### src/rtl/imm_gen_pkg.sv
// Shared types and opcode constants for the immediate generator.
// Optional CSR-immediate decode is enabled by defining IMM_GEN_ZICSR_EN.
package imm_gen_pkg;

    typedef enum logic [2:0] {
        FMT_NONE  = 3'd0,
        FMT_I     = 3'd1,
        FMT_S     = 3'd2,
        FMT_B     = 3'd3,
        FMT_U     = 3'd4,
        FMT_J     = 3'd5,
        FMT_SHAMT = 3'd6,
        FMT_CSR   = 3'd7
    } imm_fmt_e;

    localparam logic [6:0] OPC_LOAD   = 7'b0000011;
    localparam logic [6:0] OPC_OPIMM  = 7'b0010011;
    localparam logic [6:0] OPC_JALR   = 7'b1100111;
    localparam logic [6:0] OPC_FENCE  = 7'b0001111;
    localparam logic [6:0] OPC_STORE  = 7'b0100011;
    localparam logic [6:0] OPC_BRANCH = 7'b1100011;
    localparam logic [6:0] OPC_LUI    = 7'b0110111;
    localparam logic [6:0] OPC_AUIPC  = 7'b0010111;
    localparam logic [6:0] OPC_JAL    = 7'b1101111;
    localparam logic [6:0] OPC_SYSTEM = 7'b1110011;

    localparam logic [2:0] F3_SLL   = 3'b001;
    localparam logic [2:0] F3_SRL_A = 3'b101;

    function automatic logic is_shift_f3(input logic [2:0] funct3);
        return (funct3 == F3_SLL) || (funct3 == F3_SRL_A);
    endfunction

endpackage

### src/rtl/imm_format_decode.sv
// Combinational immediate extraction and format classification.
// With IMM_GEN_ZICSR_EN defined, SYSTEM opcodes with funct3[2]=1 yield a CSR uimm.
module imm_format_decode
    import imm_gen_pkg::*;
#(
    parameter int XLEN = 32
) (
    input  logic [31:0]     instr_i,
    output logic [XLEN-1:0] imm_o,
    output imm_fmt_e        fmt_o
);

    logic [6:0] opcode_s;
    logic [2:0] funct3_s;

    assign opcode_s = instr_i[6:0];
    assign funct3_s = instr_i[14:12];

    // Opcode-driven immediate selection; unknown opcodes pass through as NONE.
    always_comb begin
        imm_o = '0;
        fmt_o = FMT_NONE;
        case (opcode_s)
            OPC_LOAD, OPC_JALR, OPC_FENCE: begin
                imm_o = XLEN'($signed(instr_i[31:20]));
                fmt_o = FMT_I;
            end
            OPC_OPIMM: begin
                if (is_shift_f3(funct3_s)) begin
                    // funct7/funct6 bits are not part of the shift amount
                    if (XLEN == 64) begin
                        imm_o = XLEN'(instr_i[25:20]);
                    end else begin
                        imm_o = XLEN'(instr_i[24:20]);
                    end
                    fmt_o = FMT_SHAMT;
                end else begin
                    imm_o = XLEN'($signed(instr_i[31:20]));
                    fmt_o = FMT_I;
                end
            end
            OPC_STORE: begin
                imm_o = XLEN'($signed({instr_i[31:25], instr_i[11:7]}));
                fmt_o = FMT_S;
            end
            OPC_BRANCH: begin
                imm_o = XLEN'($signed({instr_i[31], instr_i[7], instr_i[30:25],
                                       instr_i[11:8], 1'b0}));
                fmt_o = FMT_B;
            end
            OPC_LUI, OPC_AUIPC: begin
                imm_o = XLEN'($signed({instr_i[31:12], 12'b0}));
                fmt_o = FMT_U;
            end
            OPC_JAL: begin
                imm_o = XLEN'($signed({instr_i[31], instr_i[19:12], instr_i[20],
                                       instr_i[30:21], 1'b0}));
                fmt_o = FMT_J;
            end
            OPC_SYSTEM: begin
`ifdef IMM_GEN_ZICSR_EN
                if (funct3_s[2]) begin
                    imm_o = XLEN'(instr_i[19:15]);
                    fmt_o = FMT_CSR;
                end else begin
                    imm_o = '0;
                    fmt_o = FMT_NONE;
                end
`else
                imm_o = '0;
                fmt_o = FMT_NONE;
`endif
            end
            default: begin
                imm_o = '0;
                fmt_o = FMT_NONE;
            end
        endcase
    end

endmodule

### src/rtl/imm_gen_pipe.sv
// Pipelined immediate generator: decode feeding an output register (R0) plus skid register (R1).
// Optional CSR decode controlled by IMM_GEN_ZICSR_EN (see imm_format_decode).
module imm_gen_pipe
    import imm_gen_pkg::*;
#(
    parameter int XLEN  = 32,
    parameter int TAG_W = 32
) (
    input  logic             clk,
    input  logic             rst_n,
    input  logic             flush,
    input  logic             in_valid,
    output logic             in_ready,
    input  logic [31:0]      in_instr,
    input  logic [TAG_W-1:0] in_tag,
    output logic             out_valid,
    input  logic             out_ready,
    output logic [XLEN-1:0]  out_imm,
    output imm_fmt_e         out_fmt,
    output logic [TAG_W-1:0] out_tag
);

    typedef struct packed {
        logic [XLEN-1:0]  imm;
        imm_fmt_e         fmt;
        logic [TAG_W-1:0] tag;
    } entry_t;

    localparam entry_t ENTRY_RST = '{imm: '0, fmt: FMT_NONE, tag: '0};

    logic [XLEN-1:0] dec_imm_s;
    imm_fmt_e        dec_fmt_s;
    entry_t          in_entry_s;
    logic            accept_s;
    logic            r0_free_s;

    entry_t r0_q, r0_d, r1_q, r1_d;
    logic   r0_valid_q, r0_valid_d, r1_valid_q, r1_valid_d;

    imm_format_decode #(
        .XLEN (XLEN)
    ) u_decode (
        .instr_i (in_instr),
        .imm_o   (dec_imm_s),
        .fmt_o   (dec_fmt_s)
    );

    assign in_entry_s = '{imm: dec_imm_s, fmt: dec_fmt_s, tag: in_tag};
    // in_ready comes straight from R1 state, so out_ready never reaches it combinationally
    assign accept_s   = in_valid & ~r1_valid_q;
    assign r0_free_s  = ~r0_valid_q | out_ready;

    // Next-state for the two-entry skid buffer; flush empties both slots and drops the input.
    always_comb begin
        r0_d       = r0_q;
        r1_d       = r1_q;
        r0_valid_d = r0_valid_q;
        r1_valid_d = r1_valid_q;
        if (flush) begin
            r0_valid_d = 1'b0;
            r1_valid_d = 1'b0;
        end else if (r0_free_s) begin
            if (r1_valid_q) begin
                r0_d       = r1_q;
                r0_valid_d = 1'b1;
                r1_valid_d = 1'b0;
            end else if (accept_s) begin
                r0_d       = in_entry_s;
                r0_valid_d = 1'b1;
            end else begin
                r0_valid_d = 1'b0;
            end
        end else if (accept_s) begin
            r1_d       = in_entry_s;
            r1_valid_d = 1'b1;
        end else begin
            r1_valid_d = r1_valid_q;
        end
    end

    // State registers with synchronous active-low reset.
    always_ff @(posedge clk) begin
        if (!rst_n) begin
            r0_q       <= ENTRY_RST;
            r1_q       <= ENTRY_RST;
            r0_valid_q <= 1'b0;
            r1_valid_q <= 1'b0;
        end else begin
            r0_q       <= r0_d;
            r1_q       <= r1_d;
            r0_valid_q <= r0_valid_d;
            r1_valid_q <= r1_valid_d;
        end
    end

    assign in_ready  = ~r1_valid_q;
    assign out_valid = r0_valid_q;
    assign out_imm   = r0_q.imm;
    assign out_fmt   = r0_q.fmt;
    assign out_tag   = r0_q.tag;

endmodule

### config.mk
export PLATFORM = sky130hd
export DESIGN_NAME = imm_gen_pipe
export DESIGN_NICKNAME = d
export VERILOG_FILES = /design/src/rtl/imm_gen_pkg.sv /design/src/rtl/imm_format_decode.sv /design/src/rtl/imm_gen_pipe.sv
export SDC_FILE = /design/constraint.sdc
export NUM_CORES = 1
export LEC_CHECK = 0
export CORE_MARGIN = 2
export CORE_UTILIZATION = 45
export DETAILED_ROUTE_END_ITERATION = 8
export PLACE_DENSITY_LB_ADDON = 0.15
export SYNTH_ARGS = -nofsm -noshare
export SYNTH_HDL_FRONTEND = slang
export SYNTH_SLANG_ARGS = --single-unit
### constraint.sdc
create_clock -name clk -period 1.65 [get_ports clk]
set_input_delay 0.165 -clock clk [delete_from_list [all_inputs] [get_ports clk]]
set_output_delay 0.165 -clock clk [all_outputs]
set_load 0.1 [all_outputs]
Yosys cells after proc, flatten, opt, wreduce, memory -nomap -nowiden
Index checks and enable logic that the tools add are counted.
{"block": "op_classes", "reduce_logical": 8, "bitwise": 7, "muxes": 8, "eq_ne": 11}
{"cell": "32-bit one-hot mux with 6 select lines", "count": 1}
{"cell": "67-bit two-way mux", "count": 2}
{"cell": "32-bit two-way mux", "count": 1}
{"cell": "7-bit equality test, second input constant", "count": 3}
{"cell": "3-bit one-hot mux with 6 select lines", "count": 1}
{"cell": "7-bit by 5-bit equality test with 1-bit output, second input constant", "count": 2}
{"cell": "7-bit by 6-bit equality test with 1-bit output, second input constant", "count": 2}
{"cell": "7-bit by 2-bit equality test with 1-bit output, second input constant", "count": 1}
{"cell": "7-bit by 4-bit equality test with 1-bit output, second input constant", "count": 1}
{"cell": "3-bit AND reduction", "count": 2}
{"cell": "3-bit OR reduction", "count": 2}
{"cell": "1-bit NOT", "count": 5}
{"cell": "2-bit OR reduction", "count": 2}
{"cell": "3-bit by 1-bit equality test with 1-bit output, second input constant", "count": 1}
{"cell": "3-bit equality test, second input constant", "count": 1}
{"cell": "3-bit two-way mux", "count": 1}
{"cell": "1-bit two-way mux", "count": 2}
{"cell": "2-bit nonzero test", "count": 1}
{"cell": "1-bit bitwise AND", "count": 1}
{"cell": "1-bit logical OR", "count": 1}
{"cell": "1-bit OR", "count": 1}
{"block": "totals", "output_inout_bits": 69, "register_bits": 136, "in_bits": 69, "word_cells": 42}

Longest topological paths before layout
Gate-level depths: netlist (run 1).
{"block": "logic_depth", "word_depth": 6, "mapped_depth": 8, "depth_no_buf": 5}

Modules after synthesis
A second synthesis (run 1) with hierarchy kept.
{"block": "hier_totals", "cells_unflattened": 690, "area_unflattened_um2": 6540.0}
{"module": "imm_gen_pipe", "area_each_um2": 5938.2, "n_inst": 1, "cells_each": 607}
{"module": "imm_format_decode", "area_each_um2": 601.8, "n_inst": 1, "cells_each": 83}

Worst setup path after synthesis (run 1)
OpenSTA, ideal clock, no wires.
{"block": "synth_timing", "path_type": "flip-flop to flip-flop", "startpoint": "register r0_valid_q, in the netlist out_valid", "endpoint": "register r1_q[53] in the netlist's numbering", "n_path_buf": 2, "setup_ns": 0.129, "synth_period_minus_slack_ns": 2.351, "path_stages_with_launch": 6, "arrival_time_ns": 2.223, "t_required_ns": 1.521, "slack_ns": -0.701, "path_cell_list": "dfxtp_1 -> nand2b_1 -> nor3_1 -> clkbuf_1 -> buf_2 -> a31oi_2"}
{"block": "synth_via", "elab_chain_cells": 4}
{"element": "from (decl)", "line_no": "imm_gen_pipe.sv:38", "source": "logic r0_valid_q, r0_valid_d, r1_valid_q, r1_valid_d;"}
{"element": "from (signal assigned)", "line_no": "imm_gen_pipe.sv:91", "source": "r0_valid_q <= r0_valid_d;"}
{"element": "1-bit NOT", "line_no": "imm_gen_pipe.sv:51", "source": "assign r0_free_s = ~r0_valid_q | out_ready;"}
{"element": "1-bit OR", "line_no": "imm_gen_pipe.sv:51"}
{"element": "1-bit NOT (no line)"}
{"element": "3-bit AND reduction (no line)"}
{"element": "to (signal assigned)", "line_no": "imm_gen_pipe.sv:90", "source": "r1_q <= r1_d;"}
{"element": "to (decl)", "line_no": "imm_gen_pipe.sv:37", "source": "entry_t r0_q, r0_d, r1_q, r1_d;"}
No other way between the ends.
A chain may end at the register's enable or synchronous reset.

Worst setup path after layout (run 1)
{"block": "layout_timing", "startpoint": "input in_instr[12]", "endpoint": "register r1_q[46] in the netlist's numbering"}
{"block": "layout_via", "elab_chain_cells": 4, "word_cells_on_any_way": 5, "cone_classes": "eq/ne: 2; mux: 2; reduce/logical: 1"}
{"element": "from (decl)", "line_no": "imm_gen_pipe.sv:14", "source": "input logic [31:0] in_instr,"}
{"element": "3-bit by 1-bit equality test with 1-bit output or 3-bit equality test (tied branches)", "line_no": "imm_gen_pkg.sv:31", "source": "return (funct3 == F3_SLL) || (funct3 == F3_SRL_A);"}
{"element": "1-bit logical OR (*)", "line_no": "imm_gen_pkg.sv:31"}
{"element": "32-bit two-way mux (*)", "line_no": "imm_format_decode.sv:29", "source": "if (is_shift_f3(funct3_s)) begin"}
{"element": "32-bit one-hot mux with 6 select lines (*)", "line_no": "imm_format_decode.sv:23", "source": "case (opcode_s)"}
Mark *: on every way between the ends. The rest lies on a longest branch, timed or not.

==> summary.log, run 1 <==
INFO  setup_path     critical_path_required=1.93ns
INFO  synthesis      ys_ff_latch=136
INFO  cts            ctsHoldBuffers=0
INFO  synthesis      syn-num-nets=764
INFO  setup_path     setup.worst_path.start_class=primary input
INFO  cts            clkSinkCount=136
INFO  die            coreArea=13100um2
INFO  sta            rsz_0062_raised_after_global_routing=yes
INFO  sta            min_period_over_period=0.959
INFO  global_routing grt_pass1_wl=26800um
INFO  sta            final_worst_hold_slack=0.0842ns
INFO  cells_and_area diodes=0
INFO  sta            finClkSkew=0.00505ns
INFO  cells_and_area finalInstanceArea=8910um2
INFO  setup_path     path_cells=clkdlybuf4s50_1 > nor2b_1 > o21a_1 > nor3_2 > buf_4 > a221oi_1 > a21oi_1
INFO  global_routing grt_antenna_before_repair=0
INFO  cts            numCtsBuffers=17
INFO  sta            drv_slew=0
INFO  synthesis      synth_cell_types=50
INFO  power          total_power=8.87mW
INFO  synthesis      post_synth_main_area_contributors=dfxtp_1 45%, nand2_1 9.4%, mux2i_1 5.5%, o211a_1 5.3%, a21boi_0 4.3%
INFO  global_routing grt.total_usage=0.232
INFO  cells_and_area drive_gt1_frac=0.201
INFO  sta            finalSetupTns=0ns
INFO  placed_design  numPortBuffers=137
INFO  cells_and_area multi_input_comb_area=3030um2
INFO  route          route.detailed.vias_per_inst=5.61
INFO  die            floorplan.io_pins=138
INFO  die            num_rows=42
INFO  synthesis      yosys_most_used_dff=dfxtp_1
INFO  synthesis      synth.avg_cell_area=8.63um2
INFO  route          detail_route.wl_per_cell=16.0um
INFO  placed_design  placement.cell_area=8260um2
INFO  synthesis      synth-async-reset-ratio=0
INFO  sta            fmax=0.632GHz
INFO  placed_design  dp_hpwl=11300um
INFO  placed_design  routabilityCongestion=0.917
INFO  global_routing grt_max_degree=93
INFO  cells_and_area finalNetCount=913
INFO  sta            worst_slack=0.0670ns
INFO  cells_and_area register_area=2730um2
INFO  sta            finalHoldViolations=0
INFO  run_status     outcome=finished, final reports clean
INFO  cts            clkSlewWorstSetupHoldPaths=0.06ns
INFO  route          via_count=5793
INFO  min_path       hold_class=primary input to register
INFO  sta            time_the_worst_path_needs_with_i_o_delays_and_setup=1.58ns
INFO  cts            ctsRootBufferMaster=clkbuf_16
INFO  global_routing first_global_vias=5621
INFO  die            die_w=119um
INFO  cells_and_area num-fill-cells=1036
INFO  placed_design  pre_cts_ws=-0.522ns
INFO  synthesis      yosysSeqAreaShare=0.454
INFO  cts            tritoncts_clock_tree=done
INFO  die            fp.dieArea=14300um2
INFO  route          drc=0
INFO  die            floorplan.die.height=119um
INFO  cts            clock_path_buffers=2
INFO  cts            clock_latency=0.41ns
INFO  setup_path     path_class=primary input to register
INFO  synthesis      synthesis.instances=695
INFO  synthesis      post-synth-top-area-cell=dfxtp_1
INFO  synthesis      yosysTopAreaCellShare=0.454
INFO  setup_path     slowest_stage_delay_on_critical_path=0.49ns
INFO  setup_path     crit_path_max_fanout=2
INFO  route          drt_antenna_net_count=0
INFO  power          leakage=3.55nW
INFO  synthesis      synth_edf_count=0
INFO  global_routing grt_remaining_overflow=0
INFO  sta            timing.slew.headroom=0.669
INFO  setup_path     cp_data_arrival_time=1.86ns
INFO  die            initial_utilization=0.456
INFO  route          drt_pre_antenna_iters=5
INFO  sta            setup-violations-final=0
INFO  setup_path     critical_path.slowest_cell=clkdlybuf4s50_1
INFO  synthesis      post_synthesis_cell_area=6000um2
INFO  route          wl=16500um
INFO  power          power.ir.vdd_worst=0.726mV
INFO  route          drt_iter0_markers=455
INFO  cts            ctsHtreeMaxLevel=4
INFO  setup_path     end_kind=register
INFO  power          power_density=995nW/um2
INFO  flow_run       max_cap_violations=0
INFO  setup_path     r2r_setup_slack=0.12ns
INFO  sta            worst-slew-pin-transition=0.496ns
INFO  synthesis      synth_warnings=0
INFO  cells_and_area area_growth_syn_to_layout=48.7%
[worst max-delay path: cells and delay by family]
family | cells | cell delay (ns)
AO/OA/AOI/OAI | 3 | 0.79
buffers and inverters | 2 | 0.63
AND/OR/NAND/NOR | 2 | 0.27
[cell type report]
class / count / area share
clock buffers: 24 / 0.0529
clock inverters: 8 / 0.0107
inverters: 2 / 0.000842
multi-input cells: 490 / 0.340
flip-flops and latches: 136 / 0.306
well taps: 176 / 0.0247
repair buffers: 197 / 0.265
[per-stage QoR]
step	cells	utilization
finish	1033	0.679
global placement	998	0.628
floorplan	695	-
CTS	1033	0.677
detailed placement	998	0.628
global route	1033	0.679
[report_power, final]
part	internal, mW	leakage, nW	total, mW	switching (mW)
Clock	2.30	0.282	3.65	1.35
Sequential	3.40	1.11	3.49	0.0958
Combinational	0.645	2.16	1.73	1.08
[layer usage]
layer	routed length [um]	GRT usage	vias up
met5	0	0	-
met3	901	0.0498	20
met2	7970	0.384	197
met4	235	0.0750	0
li1	-	-	2815
met1	7400	0.303	2761
[flip-flops by register name, indices dropped and copies added, names as in the netlist]
signal,count
out_imm,32
out_valid,1
r1_valid_q,1
r1_q,67
out_fmt,3
out_tag,32
[cells by family after synthesis]
logic type             count (synthesis)  synth area share
buffers and inverters                 69            0.0484
flip-flops                           136             0.454
XOR/XNOR                               1           0.00146
multiplexers                          34            0.0570
AO/OA/AOI/OAI                        225             0.272
AND/OR/NAND/NOR                      230             0.167
[cell usage in the layout, fill, tap and decap left out, types with 9 or more instances in the layout]
cell type and n:
clkdlybuf4s50_1 62, nand3_1 20, o21a_1 9, o221ai_1 11, clkbuf_16 17, o211a_1 32
o211ai_1 12, nor2_1 24, a31oi_1 27, nand2_1 149, buf_12 55, dfxtp_1 134
a21oi_1 22, mux2i_1 33, buf_4 71, o21ai_0 40, a21boi_0 33
[cells in the mapped netlist (all sizes together), types with 2 or more instances]
library cell  count
mux2i            33
inv               2
a211oi            8
o2bb2ai           8
o41ai             4
a21oi            22
a21boi           38
o211ai           12
o211a            32
a31oi            29
a221oi            5
and4              2
nor4              2
and2              2
clkbuf           54
o21ai            43
nand3            20
nor3              6
nor2             25
nand2           150
buf              13
o221ai           11
or4               2
dfxtp           136
nand4             8
o21a              9
nand2b            3
nor2b             4
[final timing paths]
| path | start | endpoint | depth (start not counted) |
|---|---|---|---|
| max | in_instr[12] | r1_q[46] | 7 |
| min | rst_n | r1_q[37] | 3 |
| max reg2reg | out_valid | out_fmt[1] | 7 |
| min reg2reg | r1_q[44] | r1_q[44] | 2 |
[repair_timing]
item                                    4_1_cts  5_1_grt
gates resized for setup                      14        8
pin swaps                                     5        1
setup buffers                                 1        0
endpoints found under the hold margin         0        0
cloned                                        2        0
endpoints found under the setup margin       38       39
No activity file was read; power rests on OpenSTA's default activity.
==> inputs of run 2 (changes only) <==
--- a/config.mk
+++ b/config.mk
@@ -9,6 +9,7 @@
 export CORE_UTILIZATION = 45
 export DETAILED_ROUTE_END_ITERATION = 8
 export PLACE_DENSITY_LB_ADDON = 0.15
+export SLEW_MARGIN = 20
 export SYNTH_ARGS = -nofsm -noshare
 export SYNTH_HDL_FRONTEND = slang
 export SYNTH_SLANG_ARGS = --single-unit
==> results of run 2 <==
Final layout, timing and power as in run 1 (identical DEF).
==> variant: new RTL, config.mk and constraints of run 2 <==
The option `IMM_GEN_ZICSR_EN` is turned on by a define.
--- a/src/rtl/imm_format_decode.sv
+++ b/src/rtl/imm_format_decode.sv
@@ -1,5 +1,7 @@
 // Combinational immediate extraction and format classification.
 // With IMM_GEN_ZICSR_EN defined, SYSTEM opcodes with funct3[2]=1 yield a CSR uimm.
+`define IMM_GEN_ZICSR_EN
+
 module imm_format_decode
     import imm_gen_pkg::*;
 #(
Function: changed (Yosys sat finds a counterexample within 4 cycles, from zero or initial values and one cycle with rst_n low).
==> variant against run 2 <==
Sequential cell count is the same. Critical endpoint is now out_imm[6]. Routed wire length grew 4.4%. Setup slack lost 0.018 ns. Largest cell class unchanged. Non-clock buffer count grew 21. Total power is essentially flat. Largest power group is now sequential cells. Design area grew 0.67%. Count of clock-buffer cells in the layout is the same. First-iteration DRC count grew 11%. Global-route usage grew 0.99 points. Area after synthesis shrank 0.92%. Critical path type unchanged.
==> variant: results <==
{
  "final_cell_count_no_fill": 1052,
  "critPathLaunchType": "primary input",
  "cts-root-buf": "clkbuf_16",
  "diodes": 0,
  "clockNetworkAreaShare_pct": 5.97,
  "synth_cell_types": 55,
  "min-delay-start": "in_tag[22]",
  "synthTopCellsByArea": "dfxtp_1, nand2_1, a21oi_1, mux2i_1, a211oi_1",
  "finalSetupViolations": 0,
  "multiInputGateArea_sq_mm": 0.00295,
  "hold_end": "r1_q[22]",
  "worstPathArrival_ns": 1.94,
  "postCtsSetupRepairBufs": 1,
  "largest_reg_flops": 67,
  "vias": 5827,
  "nNetsFinal": 936,
  "nClkBuffers": 24,
  "drive_above_1_share_pct": 23.9,
  "r2r_end": "out_imm[7]",
  "clock-sinks": 136,
  "ctsLongestPathBuffers": 2,
  "drt-total-wl_mm": 17.2,
  "crit_path_max_fanout": 12,
  "inv_count": 4,
  "clk_latency_ns": 0.41,
  "rrSetupSlack_ns": 0.07,
  "grt.total_usage_pct": 24.2,
  "cts_buffers": 17,
  "ys.flop_type": "dfxtp_1",
  "worstRegToRegCells": 5,
  "place_inst": 1017,
  "grt_max_degree": 48,
  "grt_pass1_vias": 5497,
  "ys_seq_area_share_pct": 45.8,
  "crit_path_start": "in_instr[4]",
  "nMultiInputCombCells": 490,
  "buffer_area_share_pct": 28.2,
  "top_register": "r1_q",
  "slew_headroom_pct": 54.6,
  "nFillCells": 1000,
  "dr.pass1.iters": 5,
  "outcome": "finished clean",
  "power.leakage_nw": 3.24,
  "synth.top_cells.by_count": "dfxtp_1, nand2_1, a21oi_1",
  "ys_async_sr_fraction_pct": 0,
  "peakVddDrop_mv": 0.723,
  "routabilityCongestion": 0.882,
  "cts_resized": 8,
  "drtIter0Drc": 505,
  "grt_pass1_wl_mm": 27.6,
  "regArea_sq_mm": 0.00273,
  "hpwl_mm": 12.2,
  "r2r_start": "out_valid",
  "synth_area_per_cell_sq_um": 8.56,
  "buffers_excl_clock": 218,
  "skew_ns": 0.00606,
  "synth_nets": 763
}
==> variant: layer usage <==
layer  up-vias  wire length (microns)  track usage (%)
met5         -                      0                0
met4         0                    197             6.32
met3        19                   1050             6.70
met2       202                   8410             39.8
met1      2743                   7580             31.3
li1       2863                      -                -
==> variant: metrics by stage <==
| step | util [%] | TNS, ns | hold slack [ns] | worst slack [ns] | area, sq um |
|---|---|---|---|---|---|
| 2_1_floorplan | - | 0 | 0.301 | 0.00350 | 5950 |
| 3_3_place_gp | 65.6 | -38.44 | 0.441 | -0.467 | 8370 |
| 3_5_place_dp | 65.6 | -43.30 | 0.447 | -0.540 | 8370 |
| 4_1_cts | 69.9 | 0 | 0.317 | 0.00651 | 8930 |
| 5_1_grt | 70.3 | -0.142 | 0.322 | -0.0428 | 8970 |
| 6_report | 70.3 | 0 | 0.325 | 0.0490 | 8970 |
==> variant: power by group <==
group,switching [mW],internal [mW]
registers,0.105,3.41
clock network,1.35,2.10
logic,1.21,0.700
total,2.66,6.21
==> variant: logic make-up (layout without fill, tap and decap cells) <==
logic type             after synthesis  after routing  share of synthesized area, %
muxes                               34             34                          5.73
and+or+nand+nor                    226            226                          17.9
AOI/OAI and AO/OA                  230            230                          25.3
buffers and inverters               68            254                          5.27
DFF                                136            136                          45.8
==> variant: critical path: stages <==
cell,delay [ns]
clkdlybuf4s50_1,0.44
and2b_1,0.22
or4b_4,0.48
o2111ai_4,0.14
buf_6,0.22
nand3_1,0.10
a31oi_1,0.18
==> variant: worst max-delay path by stage <==
| stage | to | slack [ns] |
|---|---|---|
| after floorplan | r1_q[0] | 0.003 |
| after global placement | out_imm[31] | -0.47 |
| after detailed placement | out_imm[6] | -0.54 |
| after CTS | out_imm[18] | 0.007 |
| after global routing | out_imm[31] | -0.04 |
| final | out_imm[6] | 0.05 |
